==> src/rtl/hvac_sequencer.sv <==
// Heat/cool sequencer: hysteresis thresholds, minimum run/off dwell, fixed fan purge
// after every run, and saturating start counters.
module hvac_sequencer #(
  parameter int unsigned HEAT_ON   = 18,
  parameter int unsigned HEAT_OFF  = 20,
  parameter int unsigned COOL_ON   = 22,
  parameter int unsigned COOL_OFF  = 20,
  parameter int unsigned MIN_RUN   = 4,
  parameter int unsigned MIN_OFF   = 6,
  parameter int unsigned FAN_PURGE = 3
) (
  input  logic       clk,
  input  logic       rst,
  input  logic       enable,
  input  logic [4:0] temperature,
  input  logic       sensor_valid,
  output logic       heating,
  output logic       cooling,
  output logic       fan,
  output logic [1:0] state,
  output logic [7:0] heat_starts,
  output logic [7:0] cool_starts
);

  localparam int unsigned MAX_A = (MIN_RUN > MIN_OFF) ? MIN_RUN : MIN_OFF;
  localparam int unsigned MAX_D = (MAX_A > FAN_PURGE) ? MAX_A : FAN_PURGE;
  localparam int unsigned CW    = (MAX_D < 2) ? 1 : $clog2(MAX_D + 1);

  localparam logic [4:0]    HEAT_ON_T  = 5'(HEAT_ON);
  localparam logic [4:0]    HEAT_OFF_T = 5'(HEAT_OFF);
  localparam logic [4:0]    COOL_ON_T  = 5'(COOL_ON);
  localparam logic [4:0]    COOL_OFF_T = 5'(COOL_OFF);
  localparam logic [CW-1:0] RUN_LAST   = CW'(MIN_RUN - 1);
  localparam logic [CW-1:0] OFF_LAST   = CW'(MIN_OFF - 1);
  localparam logic [CW-1:0] PURGE_LAST = CW'(FAN_PURGE - 1);

  typedef enum logic [1:0] {
    IDLE  = 2'b00,
    HEAT  = 2'b01,
    COOL  = 2'b10,
    PURGE = 2'b11
  } state_e;

  state_e        state_q, state_d;
  logic [CW-1:0] cnt_q, cnt_d;
  logic [7:0]    hs_q, hs_d;
  logic [7:0]    cs_q, cs_d;
  logic          heat_q, cool_q, fan_q;

  logic want_heat, want_cool, heat_done, cool_done, start_ok, run_done;

  assign want_heat = sensor_valid && (temperature <  HEAT_ON_T);
  assign want_cool = sensor_valid && (temperature >  COOL_ON_T);
  assign heat_done = sensor_valid && (temperature >= HEAT_OFF_T);
  assign cool_done = sensor_valid && (temperature <= COOL_OFF_T);
  // Reset loads cnt with all-ones, so IDLE entered from reset already permits a start.
  assign start_ok  = (cnt_q >= OFF_LAST);
  assign run_done  = (cnt_q >= RUN_LAST);

  always_comb begin
    state_d = state_q;
    case (state_q)
      IDLE: begin
        if (enable && start_ok && want_heat)      state_d = HEAT;
        else if (enable && start_ok && want_cool) state_d = COOL;
      end
      HEAT:  if (!enable || (run_done && heat_done)) state_d = PURGE;
      COOL:  if (!enable || (run_done && cool_done)) state_d = PURGE;
      PURGE: if (cnt_q == PURGE_LAST)                state_d = IDLE;
      default: state_d = IDLE;
    endcase
  end

  always_comb begin
    cnt_d = cnt_q;
    hs_d  = hs_q;
    cs_d  = cs_q;
    if (state_d != state_q) cnt_d = '0;
    else if (cnt_q != '1)   cnt_d = cnt_q + CW'(1);
    if (state_q == IDLE && state_d == HEAT && hs_q != '1) hs_d = hs_q + 8'd1;
    if (state_q == IDLE && state_d == COOL && cs_q != '1) cs_d = cs_q + 8'd1;
  end

  // Actuator drives are flops loaded from the decoded next state, so they match
  // the state register exactly and never glitch.
  always_ff @(posedge clk) begin
    if (rst) begin
      state_q <= IDLE;
      cnt_q   <= '1;
      hs_q    <= '0;
      cs_q    <= '0;
      heat_q  <= 1'b0;
      cool_q  <= 1'b0;
      fan_q   <= 1'b0;
    end else begin
      state_q <= state_d;
      cnt_q   <= cnt_d;
      hs_q    <= hs_d;
      cs_q    <= cs_d;
      heat_q  <= (state_d == HEAT);
      cool_q  <= (state_d == COOL);
      fan_q   <= (state_d != IDLE);
    end
  end

  assign state       = state_q;
  assign heating     = heat_q;
  assign cooling     = cool_q;
  assign fan         = fan_q;
  assign heat_starts = hs_q;
  assign cool_starts = cs_q;

endmodule

==> config.mk <==
export PLATFORM = sky130hd
export DESIGN_NAME = hvac_sequencer
export DESIGN_NICKNAME = d
export VERILOG_FILES = /design/src/rtl/hvac_sequencer.sv
export SDC_FILE = /design/constraint.sdc
export NUM_CORES = 1
export LEC_CHECK = 0
export ABC_AREA = 1
export CAP_MARGIN = 5
export CORE_UTILIZATION = 35
export DETAILED_ROUTE_END_ITERATION = 8
export GPL_ROUTABILITY_DRIVEN = 1
export SYNTH_ARGS = -nofsm -noshare
export SYNTH_HDL_FRONTEND = slang
export SYNTH_SLANG_ARGS = --single-unit
==> constraint.sdc <==
create_clock -name clk -period 1.9 [get_ports clk]
set_clock_uncertainty 0.05 [all_clocks]
set_input_delay 0.38 -clock clk [delete_from_list [all_inputs] [get_ports clk]]
set_output_delay 0.38 -clock clk [all_outputs]
set_load 0.005 [all_outputs]
==> results.cfg <==
[route]
route.vias.total = 1301
route.antenna.remaining_nets = 0
drc = 0
dr.pass1.iters = 4
wl_per_cell_um = 9.96
drt-initial-drc-count = 34
detail_route.wirelength_um = 2850
vias_per_cell = 4.55

[sta]
slew_headroom = 0.715
grt_setup_unrepaired = no
max_freq_mhz = 572
hold-worst-slack_ns = 0.453
finalMaxSlewViolations = 0
final-setup-viol-count = 0
min_period_over_period = 0.921
hold_violations = 0
worst_pin_slew_ns = 0.425
finalWorstSetupSlack_ns = 0.151
min_period_ns = 1.75

[finish]
nNetsFinal = 255
post_route_cells_drive_above_1_share = 0.185
layout.cell_area.non_filler_um2 = 1910
fillers = 384
fin_util = 0.507
area_delta_synth_final_pct = 35.3
diodes = 0
final_cell_mix = sky130_fd_sc_hd__nand2_1, sky130_fd_sc_hd__clkdlybuf4s50_1, sky130_fd_sc_hd__inv_1
mostFrequentLayoutCell = sky130_fd_sc_hd__nand2_1

[placed_design]
dp_worst_setup_slack_ns = -0.152
dp_hpwl_um = 2180
placed_cell_area_um2 = 1820
port-buffer-count = 29
gpl.final_weighted_congestion = 0.768

[floorplan]
chipHeight_um = 65.5
fp.dieW_um = 65.5
top_level_ports = 30
placement_rows = 22
floorplan.initialDensity = 0.375
core_region_um2 = 3770
die_area_um2 = 4290

[setup_path]
slowest_delay_ns = 0.46
worst_setup_path_end_kind = flop
startpoint_type = input pin
critPathMaxFanout = 6
path_cells = clkdlybuf4s50_1 -> o21ai_2 -> nand3_2 -> nor2_4 -> o31ai_2 -> nor2_1 -> nand3_1 -> and3_1
worst_case_register_to_register_setup_slack_ns = 0.18
cp.buffers_inverters = 1
critPathTopFamily = simple AND/OR/NAND/NOR gates
critical_path_required_ns = 2.02
worstSetupPathType = in -> reg
cp_data_arrival_time_ns = 1.86
cp_slowest_cell = sky130_fd_sc_hd__clkdlybuf4s50_1

[grt]
grt_antenna_before_repair = 0
grt_max_degree = 15
grt_usage = 0.151
grt-ovfl-total = 0
first_global_vias = 1203
first_pass_grt_wire_length_um = 5050

[clock_tree]
cts_tree = done
cts-root-to-sink-buffers = 2
ctsRootBufferMaster = sky130_fd_sc_hd__clkbuf_8
tritoncts.num_buffers = 3
path_clk_slew_ns = 0.08
cts-hold-fix-buffers = 0
htree_levels = 1
worst_skew_pair.late_latency_ns = 0.26
clock_sinks = 24

[synthesis]
synth.net_count = 212
post_synth.cell_area_avg_um2 = 7.21
synth_flop_cell = sky130_fd_sc_hd__dfxtp_1
async_flop_share = 0
synth.yosys.seq_area_share = 0.340
number_of_enable_type_register_cells_in_the_synthesized_netlist = 0
synth_cell_type_count = 34
syn_inst = 196
synth-seq-cells = 24
syn_area_um2 = 1410
yosys_warnings = 0

[run_status]
status = completed

[run]
max_cap_viol_count = 0

[worst_hold_path]
min_path_type = reg -> reg

[power_and_ir_drop]
power-per-cell-area_nw_per_um2 = 855
vdd.ir_drop.worst_uv = 311
power.leakage_nw = 0.845
p_total_mw = 1.63
-- final cells by class --
type / count / area, um2 / share of cell area
sequential: 24 / 483 / 0.253
tap: 48 / 60.1 / 0.0314
clock inverter: 1 / 30.0 / 0.0157
multi-input combinational: 137 / 792 / 0.415
timing repair buffer: 42 / 388 / 0.203
clock buffer: 3 / 41.3 / 0.0216
inverter: 31 / 116 / 0.0609
-- routing by layer --
metal  wire [um]  part of all wire  track usage
met3         139             0.049       0.0278
met1        1490              0.52        0.195
met2        1180              0.42        0.247
met5           0                 0            0
met4          41             0.014       0.0571
-- cell usage after synthesis, drive strengths merged, types with 2 or more instances --
master / count / area (um2)
a21oi: 11 / 58.8
and3: 3 / 20.0
buf: 3 / 27.5
dfxtp: 24 / 480
ha: 7 / 87.6
inv: 30 / 113
nand2: 43 / 166
nand3: 15 / 92.6
nand4: 7 / 50.1
nor2: 26 / 123
nor3: 6 / 40.0
nor3b: 2 / 25.0
o21ai: 9 / 52.6
o21bai: 2 / 15.0
xor2: 2 / 17.5
-- logic make-up after synthesis --
kind of cell	Yosys count	synth area share
AND/OR/NAND/NOR	103	0.371
buffers and inverters	35	0.105
AO/OA/AOI/OAI	24	0.104
flip-flops	24	0.340
adder cells (fa/ha/maj)	7	0.0620
XOR/XNOR	3	0.0186
-- where the power goes --
part	switching, mW	internal, mW
registers	0.0565	0.565
clock network	0.161	0.282
logic	0.296	0.273
total	0.514	1.12
-- final timing paths --
kind	from	to	depth (start not counted)
setup / recovery	temperature[2]	heat_starts[5]	8
hold / removal	heat_starts[7]	heat_starts[7]	2
setup reg to reg	cool_starts[0]	cool_starts[3]	8
hold reg to reg	heat_starts[7]	heat_starts[7]	2
-- flip-flops by register name, summed over array words and instances, names as in the netlist --
signal       flops
cool_starts      8
heat_starts      8
cnt_q            3
state            2
cooling          1
fan              1
heating          1
-- through the flow --
stage / setup TNS (ns) / cells
2_1_floorplan: 0 / 196
3_3_place_gp: -1.34 / 281
3_5_place_dp: -1.69 / 281
4_1_cts: 0 / 285
5_1_grt: 0 / 286
6_report: 0 / 286
-- tightest hold or removal path, stage by stage (launching register included) --
cell and delay [ns]:
sky130_fd_sc_hd__dfxtp_1 0.34, sky130_fd_sc_hd__nand2_1 0.07, sky130_fd_sc_hd__a21oi_1 0.06
-- what timing repair did --
item | CTS | global route
setup endpoints to repair | 0 | 10
setup buffers | 0 | 1
resized for setup | 0 | 4
Note: power is estimated with default switching activity, not from simulation.
==> variant, RTL diff (same settings) <==
Change the parameter `FAN_PURGE` from 3 to 2.
--- a/src/rtl/hvac_sequencer.sv
+++ b/src/rtl/hvac_sequencer.sv
@@ -7,7 +7,7 @@
   parameter int unsigned COOL_OFF  = 20,
   parameter int unsigned MIN_RUN   = 4,
   parameter int unsigned MIN_OFF   = 6,
-  parameter int unsigned FAN_PURGE = 3
+  parameter int unsigned FAN_PURGE = 2
 ) (
   input  logic       clk,
   input  logic       rst,
Formal check against the unedited RTL: not equivalent (Yosys sat finds a counterexample within 10 cycles, from zero or initial values and one cycle with rst high).
==> variant against the original RTL <==
Combinational power shrank 5.8%. Cell area shrank 3.2%. Hold slack lost 0.014 ns. Power shrank 0.93%. Setup slack gained 0.0099 ns. Synthesized area shrank 3.4%. Sequential cell count is the same. Wire length shrank 8.9%. Die area shrank 3.3%. Critical endpoint unchanged. Largest cell class unchanged.
==> variant: results <==
group,metric,value,unit
layout,fill_cells,372,
layout,final_nets,249,
timing,layout_setup_ws,0.1607,ns
global_route,grt_pass1_wl,4.547,mm
power_and_ir_drop,p_leak,0.7899,nW
logic_synthesis,synth_common_cells,"48 x nand2_1, 27 x inv_1, 24 x dfxtp_1",
routing,first_iter_violations,28,
setup_path,critPathMaxFanout,8,
power_and_ir_drop,ir_drop,0.3772,mV
logic_synthesis,syn_nets,208,
routing,wl_per_cell,9.238,µm
logic_synthesis,ys_seq_area_share,35.20,%
status,status,"completed",
logic_synthesis,yosysUniqueCellTypes,27,
placement,pre_cts_ws,-0.1228,ns
routing,num_vias,1241,
global_route,grt_util_met2,19.47,%
global_route,use_met3,3.345,%
logic_synthesis,async_reset_ff_share,0,%
placement,place_congestion,0.7674,
logic_synthesis,synthTopCellsByArea,"dfxtp_1 35%, nand2_1 13%, inv_1 7.4%",
global_route,grt_util_all_layers,13.87,%
global_route,use_met1,19.93,%
global_route,grt_max_degree,17,
setup_path,cp_top_family,"buffers and inverters",
setup_path,cpPeakStageDelay,0.50,ns
timing,max_slew_margin,71.30,%
layout,layout-drive-gt1-share,15.02,%
placement,dpl.hpwl,2.023,mm
[variant: kinds of logic after synthesis]
family          after synthesis  synth area share (%)
flops                        24                 35.20
simple gates                 95                 31.62
xor+xnor                      6                 3.850
compound gates               28                 12.92
buf+inv                      34                 10.91
fa+ha+maj                     6                 5.499
[variant: through the flow]
step	hold slack [ns]	std cells
4_1_cts	0.4593	281
5_1_grt	0.4679	281
3_5_place_dp	0.4384	277
2_1_floorplan	0.3991	193
3_3_place_gp	0.4248	277
6_report	0.4386	281
[variant: layout make-up]
type	instances	area, µm²	share of cell area (%)
multi-input combinational	135	735.7	39.78
timing repair buffer	39	377.9	20.43
clock buffer	3	41.29	2.233
clock inverter	1	30.03	1.624
inverter	31	121.4	6.563
sequential	24	483.0	26.12
tap	48	60.06	3.248
[variant: report_power, final]
part	switching [mW]	leakage [nW]	internal, mW	total [mW]
Clock	0.172	0.0357	0.282	0.454
Combinational	0.280	0.559	0.256	0.536
Sequential	0.0598	0.195	0.568	0.628
Total	0.511	0.790	1.11	1.62
[variant: tightest hold or removal path, stage by stage (launching register included)]
cell and delay [ns]:
dfxtp_2 0.35, nand2_1 0.07, nand2_1 0.04
[variant: final timing paths]
kind                                             startpoint                     endpoint  depth (start not counted)
worst min-delay path                  cnt_q[1]$_SDFFE_PP1P_        cnt_q[1]$_SDFFE_PP1P_                          2
worst min register to register        cnt_q[1]$_SDFFE_PP1P_        cnt_q[1]$_SDFFE_PP1P_                          2
worst max-delay path                                 enable  heat_starts[5]$_SDFFE_PP0P_                         12
worst max register to register  heat_starts[0]$_SDFFE_PP0P_  heat_starts[4]$_SDFFE_PP0P_                          9
[variant: layer usage]
metal,part of all wire [%],vias to the layer above
li1,-,686
met1,54,523
met2,39,27
met3,5.6,5
met4,1.8,0
met5,0,-
